`config.mk`:
```
export PLATFORM = sky130hd
export DESIGN_NAME = dot_prod_peak
export DESIGN_NICKNAME = d
export VERILOG_FILES = /design/src/rtl/dot_prod_peak.sv
export SDC_FILE = /design/constraint.sdc
export NUM_CORES = 2
export LEC_CHECK = 0
export CORE_MARGIN = 3
export CORE_UTILIZATION = 60
export DETAILED_ROUTE_END_ITERATION = 7
export PLACE_DENSITY = 0.77
export REMOVE_ABC_BUFFERS = 1
export SLEW_MARGIN = 20
export SYNTH_ARGS = -nofsm -noshare
export SYNTH_HDL_FRONTEND = slang
export SYNTH_SLANG_ARGS = --single-unit
```
`constraint.sdc`:
```
create_clock -name clk -period 27.8 [get_ports clk]
set_clock_uncertainty 0.15 [all_clocks]
set_input_delay 5.56 -clock clk [delete_from_list [all_inputs] [get_ports clk]]
set_output_delay 5.56 -clock clk [all_outputs]
set_load 0.03 [all_outputs]
```
`src/rtl/dot_prod_peak.sv`:
```
// Frame-based peak search over i^2+q^2 of a product stream.
// Three-stage pipeline (square, sum, compare) feeding a handshaked peak result.
module dot_prod_peak #(
    parameter int i_bits       = 24,
    parameter int q_bits       = 24,
    parameter int frame_length = 16,
    parameter int index_bits   = 4,
    parameter int mag_bits     = 48
) (
    input  logic                        clk,
    input  logic                        rst,
    input  logic                        m_axis_product_tvalid,
    input  logic signed [i_bits-1:0]    i,
    input  logic signed [q_bits-1:0]    q,
    output logic                        s_axis_product_tready,
    input  logic                        m_axis_peak_tready,
    output logic                        s_axis_peak_tvalid,
    output logic [mag_bits-1:0]         peak_mag,
    output logic [index_bits-1:0]       peak_index
);

    localparam logic [index_bits-1:0] LastIdx = index_bits'(frame_length - 1);

    typedef enum logic [1:0] {ACCUM, DRAIN, OUTPUT} state_t;

    state_t                  r_state;
    state_t                  w_state_next;
    logic [index_bits-1:0]   r_idx;

    logic                    r_s1_valid;
    logic [mag_bits-1:0]     r_s1_isq;
    logic [mag_bits-1:0]     r_s1_qsq;
    logic [index_bits-1:0]   r_s1_idx;

    logic                    r_s2_valid;
    logic [mag_bits-1:0]     r_s2_mag;
    logic [index_bits-1:0]   r_s2_idx;

    logic [mag_bits-1:0]     r_best_mag;
    logic [index_bits-1:0]   r_best_idx;

    logic                    w_accept;
    logic                    w_peak_hs;
    logic                    w_s2_last;
    logic                    w_take;
    logic [mag_bits-1:0]     w_cand_mag;
    logic [index_bits-1:0]   w_cand_idx;
    logic signed [mag_bits-1:0] w_i_ext;
    logic signed [mag_bits-1:0] w_q_ext;
    logic [mag_bits-1:0]     w_i_sq;
    logic [mag_bits-1:0]     w_q_sq;

    // Squaring at full output width keeps the result exact for the most negative input.
    assign w_i_ext = {{(mag_bits - i_bits){i[i_bits-1]}}, i};
    assign w_q_ext = {{(mag_bits - q_bits){q[q_bits-1]}}, q};
    assign w_i_sq  = $unsigned(w_i_ext * w_i_ext);
    assign w_q_sq  = $unsigned(w_q_ext * w_q_ext);

    assign w_accept   = m_axis_product_tvalid && s_axis_product_tready;
    assign w_peak_hs  = s_axis_peak_tvalid && m_axis_peak_tready;
    assign w_s2_last  = r_s2_valid && (r_s2_idx == LastIdx);
    assign w_take     = r_s2_valid && ((r_s2_idx == '0) || (r_s2_mag > r_best_mag));
    assign w_cand_mag = w_take ? r_s2_mag : r_best_mag;
    assign w_cand_idx = w_take ? r_s2_idx : r_best_idx;

    always_ff @(posedge clk or posedge rst) begin
        if (rst) begin
            r_state <= ACCUM;
        end else begin
            r_state <= w_state_next;
        end
    end

    always_comb begin
        w_state_next          = r_state;
        s_axis_product_tready = 1'b0;
        case (r_state)
            ACCUM: begin
                s_axis_product_tready = !rst;
                if (w_accept && (r_idx == LastIdx)) begin
                    w_state_next = DRAIN;
                end
            end
            DRAIN: begin
                if (w_s2_last) begin
                    w_state_next = OUTPUT;
                end
            end
            OUTPUT: begin
                if (w_peak_hs) begin
                    w_state_next = ACCUM;
                end
            end
            default: w_state_next = ACCUM;
        endcase
    end

    always_ff @(posedge clk or posedge rst) begin
        if (rst) begin
            r_idx      <= '0;
            r_s1_valid <= 1'b0;
            r_s1_isq   <= '0;
            r_s1_qsq   <= '0;
            r_s1_idx   <= '0;
            r_s2_valid <= 1'b0;
            r_s2_mag   <= '0;
            r_s2_idx   <= '0;
        end else begin
            r_s1_valid <= w_accept;
            if (w_accept) begin
                r_s1_isq <= w_i_sq;
                r_s1_qsq <= w_q_sq;
                r_s1_idx <= r_idx;
                r_idx    <= (r_idx == LastIdx) ? '0 : r_idx + 1'b1;
            end
            r_s2_valid <= r_s1_valid;
            if (r_s1_valid) begin
                r_s2_mag <= r_s1_isq + r_s1_qsq;
                r_s2_idx <= r_s1_idx;
            end
        end
    end

    always_ff @(posedge clk or posedge rst) begin
        if (rst) begin
            r_best_mag         <= '0;
            r_best_idx         <= '0;
            s_axis_peak_tvalid <= 1'b0;
            peak_mag           <= '0;
            peak_index         <= '0;
        end else begin
            if (w_peak_hs) begin
                r_best_mag <= '0;
                r_best_idx <= '0;
            end else if (w_take) begin
                r_best_mag <= r_s2_mag;
                r_best_idx <= r_s2_idx;
            end
            // The last sample's compare result goes straight to the output on the same edge.
            if (w_s2_last) begin
                peak_mag           <= w_cand_mag;
                peak_index         <= w_cand_idx;
                s_axis_peak_tvalid <= 1'b1;
            end else if (w_peak_hs) begin
                s_axis_peak_tvalid <= 1'b0;
            end
        end
    end

endmodule

```
==> out/qor.txt <==
WORST SETUP PATH
---------------------------------------------------------------------------------
Start point of the critical path                                             q[1]
Reg2reg start                                                        r_s2_mag[33]$_DFFE_PP0P_
Number of cell instances on the worst register-to-register path                11
Sort of element at the start of the critical path                      input port
Worst EP arrival                                                         14.02 ns
Worst reg2reg path endpoint                                          peak_mag[26]$_DFFE_PP0P_
Type of destination of the critical path                                     flop
End of the critical path                                             r_s1_qsq[43]$_DFFE_PP0P_
Reg-to-reg setup timing slack                                            21.58 ns
WS Path Type                                                         input port to flop
Largest fanout of any net on the critical path                                 23
CP required                                                              28.09 ns

STA
---------------------------------------------------------------------------------
RSZ-0062 raised after global routing                                        false
Actual transition at the worst max-transition pin                         1.23 ns
Upper clock frequency limit                                              72.8 MHz
Final period utilization                                                    0.494
Min cycle time layout                                                    13.73 ns
Total negative slack for setup checks                                        0 ns
Final worst slack                                                        14.07 ns
Slew Viols, Final                                                               0
Slew headroom                                                               0.157
Number of failing setup endpoints in the final timing report                    0
Number of hold-slack violations in the final timing report                      0

SYNTHESIS
---------------------------------------------------------------------------------
Top-area cell type share of the netlist area                                0.438
Post-synthesis simple-gate area fraction                                    0.105
Library cell with the largest summed area after synthesis            sky130_fd_sc_hd__fa_1
Synthesis Warnings                                                              0
Register bit total from synthesis                                             263
EDFF count, synth                                                               0
Dominant combinational cell family by area after synthesis            adder cells
Compound-cell area share of the yosys netlist                              0.0691
Post-synthesis cell area                                                50800 um2
Adder and majority cell fraction of the synthesized area                    0.533
Xor and xnor fraction of the mapped netlist area                           0.0269
Proportion of synthesized chip area in sequential cells                     0.130
Share of synthesized registers carrying an async set or reset                1.00
Most used flip-flop cell after synthesis                             sky130_fd_sc_hd__dfrtp_1
Largest cells by area after synthesis                                sky130_fd_sc_hd__fa_1 44%, sky130_fd_sc_hd__dfrtp_1 13%, sky130_fd_sc_hd__inv_1 10%
Multiplexer share of the synthesized area                                  0.0192
Count of mapped cells out of synthesis                                       5322
Distinct cell type count of the synthesized netlist                            68
Syn Area/Cell                                                            9.55 um2

FLOORPLANNING
---------------------------------------------------------------------------------
Die Y                                                                      297 um
# IOs                                                                         106
Die X-Extent                                                               297 um
Core ar.                                                                83800 um2
Initial Util                                                                0.606
Standard-cell row count                                                       106
Overall die area                                                        88200 um2

CLOCK NETWORK
---------------------------------------------------------------------------------
Hold_buf cts                                                                    0
Total CTS buffers                                                              23
Htree depth                                                                     1
Clock tree from TritonCTS                                                     yes
Clock Root Buffer                                                    sky130_fd_sc_hd__clkbuf_16
Clock network latency to the later pin of the worst-skew pair             0.53 ns
CTS-repair resized insts                                                        0
Register clock-pin slew on the reported worst setup and hold paths        0.07 ns
Clock Sink Count                                                              263
Number of setup buffers added after CTS                                         0
Longest Clk Path Bufs                                                           3

PLACEMENT
---------------------------------------------------------------------------------
Routability congestion estimate                                             0.884
Half-perimeter wire length after detailed placement                      93300 um
Setup slack at placement                                                 13.61 ns
Count of buffers from port buffering                                          105
Post-Place Cells                                                             6440

RUN
---------------------------------------------------------------------------------
Max-cap violations                                                              0

DRT
---------------------------------------------------------------------------------
Routed via count divided by cell count                                       5.42
Vias                                                                        35.2k
Final routed wirelength across all metal layers                         112000 um
Post-DR wirelength/cell                                                   17.3 um
DRT antenna net count                                                           0
Initial DRT Pass Iterations                                                     5
Drt drc                                                                         0
Initial DRC count                                                            1912

HOLD PATH
---------------------------------------------------------------------------------
Hold path start                                                      peak_mag[7]$_DFFE_PP0P_
Tightest Hold Check Type                                             flop to flop

FINAL LAYOUT
---------------------------------------------------------------------------------
Share of cells above drive strength 1                                      0.0284
Filler Cells Inserted                                                        6951
Area added between synthesis and finish                                     5.94%
Final-stage net count                                                        6882
Cell Count, Final, Fillers Out                                               6485

GRT
---------------------------------------------------------------------------------
Total routing usage reported by global routing                              0.267
Global-route wire length before repair                                  191000 um
Pin count of the biggest net entering global routing                          185
Initial antenna violation count                                                 1
Vias in the first global route                                              38.7k
Overflow left after global routing                                              0

RUN STATUS
---------------------------------------------------------------------------------
Result of the run                                                       completed

## synthesized netlist by cell type, drive strengths merged (5+ instances only)
cell and count:
inv 1418, fa 1111, nand2 616, ha 387, dfrtp 263, o21ai 209
and2 196, clkbuf 153, nor2 138, a21oi 124, xnor2 97, a21o 88
xor2 59, mux2i 57, nor2b 53, mux2 36, nand2b 36, nand3 30
nand4 21, o21a 19, and3 18, nor3 18, a31oi 17, a211oi 15
buf 13, o21bai 12, o31ai 11, or3 10, a2111oi 9, a31o 9
a211o 7, nor4 7, o211ai 7, a21boi 6, o22ai 6, a41oi 5
nor3b 5
## cell type report
class / count / area (um2) / share of cell area
multi-input combinational: 3474 / 38300 / 0.712
sequential: 263 / 6580 / 0.122
inverter: 1419 / 5330 / 0.0991
tap: 1134 / 1420 / 0.0264
timing repair buffer: 151 / 1400 / 0.0260
clock buffer: 28 / 624 / 0.0116
clock inverter: 14 / 158 / 0.00293
antenna: 2 / 5.00 / 0.0000930
## kinds of logic after synthesis
kind of cell             after synthesis
buffers and inverters               1585
adder cells (fa/ha/maj)             1498
AND/OR/NAND/NOR                     1160
AO/OA/AOI/OAI                        567
flip-flops                           263
XOR/XNOR                             156
multiplexers                          93
## stage by stage
step | utilization | hold WS (ns) | area (um2)
after floorplan | - | 0.290 | 50200
after global placement | 0.633 | 0.304 | 53000
after detailed placement | 0.633 | 0.321 | 53000
after CTS | 0.642 | 0.336 | 53800
after global routing | 0.642 | 0.346 | 53800
final | 0.642 | 0.328 | 53800
## registers in the layout, indices dropped and copies added, names as in the netlist, 2 cells and up
register,cells
r_idx,4
r_s1_qsq,47
peak_mag,48
r_s2_idx,4
peak_index,4
r_s2_mag,48
r_s1_isq,47
r_s1_idx,4
r_state,2
r_best_idx,4
r_best_mag,48
## metal layers
| metal | GRT usage | up-vias | wire length [um] |
|---|---|---|---|
| li1 | - | 15881 | - |
| met1 | 0.355 | 18008 | 45100 |
| met2 | 0.462 | 1005 | 56900 |
| met3 | 0.0312 | 258 | 5980 |
| met4 | 0.0880 | 4 | 4260 |
| met5 | 0 | - | 26 |
## placed cells by master (no fill, tap or decap), types with 36 or more instances in the layout
cell,n
sky130_fd_sc_hd__nand2b_1,36
sky130_fd_sc_hd__fa_1,1111
sky130_fd_sc_hd__inv_1,1417
sky130_fd_sc_hd__and2_1,195
sky130_fd_sc_hd__buf_4,44
sky130_fd_sc_hd__xor2_1,59
sky130_fd_sc_hd__ha_1,387
sky130_fd_sc_hd__nand2_1,615
sky130_fd_sc_hd__nor2_1,138
sky130_fd_sc_hd__mux2_2,36
sky130_fd_sc_hd__dfrtp_1,262
sky130_fd_sc_hd__o21ai_0,190
sky130_fd_sc_hd__clkdlybuf4s50_1,101
sky130_fd_sc_hd__xnor2_1,97
sky130_fd_sc_hd__mux2i_1,57
sky130_fd_sc_hd__a21o_1,88
sky130_fd_sc_hd__a21oi_1,122
sky130_fd_sc_hd__nor2b_1,53
## worst max-delay path: stages
cell                              delay, ns
sky130_fd_sc_hd__clkdlybuf4s50_1       1.17
sky130_fd_sc_hd__inv_1                 0.31
sky130_fd_sc_hd__nor2_1                0.23
sky130_fd_sc_hd__inv_1                 0.08
sky130_fd_sc_hd__fa_1                  0.48
sky130_fd_sc_hd__inv_1                 0.05
sky130_fd_sc_hd__fa_1                  0.50
sky130_fd_sc_hd__fa_1                  0.55
sky130_fd_sc_hd__inv_1                 0.05
sky130_fd_sc_hd__fa_1                  0.50
sky130_fd_sc_hd__inv_1                 0.05
sky130_fd_sc_hd__fa_1                  0.50
sky130_fd_sc_hd__fa_1                  0.50
sky130_fd_sc_hd__inv_1                 0.05
sky130_fd_sc_hd__fa_1                  0.47
sky130_fd_sc_hd__inv_1                 0.04
sky130_fd_sc_hd__ha_1                  0.39
sky130_fd_sc_hd__nand2_1               0.09
sky130_fd_sc_hd__a2111oi_0             0.47
sky130_fd_sc_hd__a21boi_1              0.32
sky130_fd_sc_hd__nor2_1                0.13
sky130_fd_sc_hd__o21ai_1               0.33
sky130_fd_sc_hd__o21ai_0               0.20
sky130_fd_sc_hd__a31oi_1               0.34
sky130_fd_sc_hd__o21ai_0               0.21
sky130_fd_sc_hd__and3_1                0.22
sky130_fd_sc_hd__o31ai_1               0.20
## worst min path at each step
stage	endpoint	cells after the start	slack, ns
final	peak_mag[7]$_DFFE_PP0P_	2	0.33
after global routing	peak_mag[27]$_DFFE_PP0P_	2	0.35
after detailed placement	peak_mag[7]$_DFFE_PP0P_	2	0.32
after floorplan	r_s1_idx[3]$_DFFE_PP0P_	2	0.29
after global placement	r_s1_idx[0]$_DFFE_PP0P_	2	0.30
after CTS	peak_mag[7]$_DFFE_PP0P_	2	0.34
Power is not shown: default switching activity piles up to over one toggle a cycle in this logic, so the estimate is an artifact.
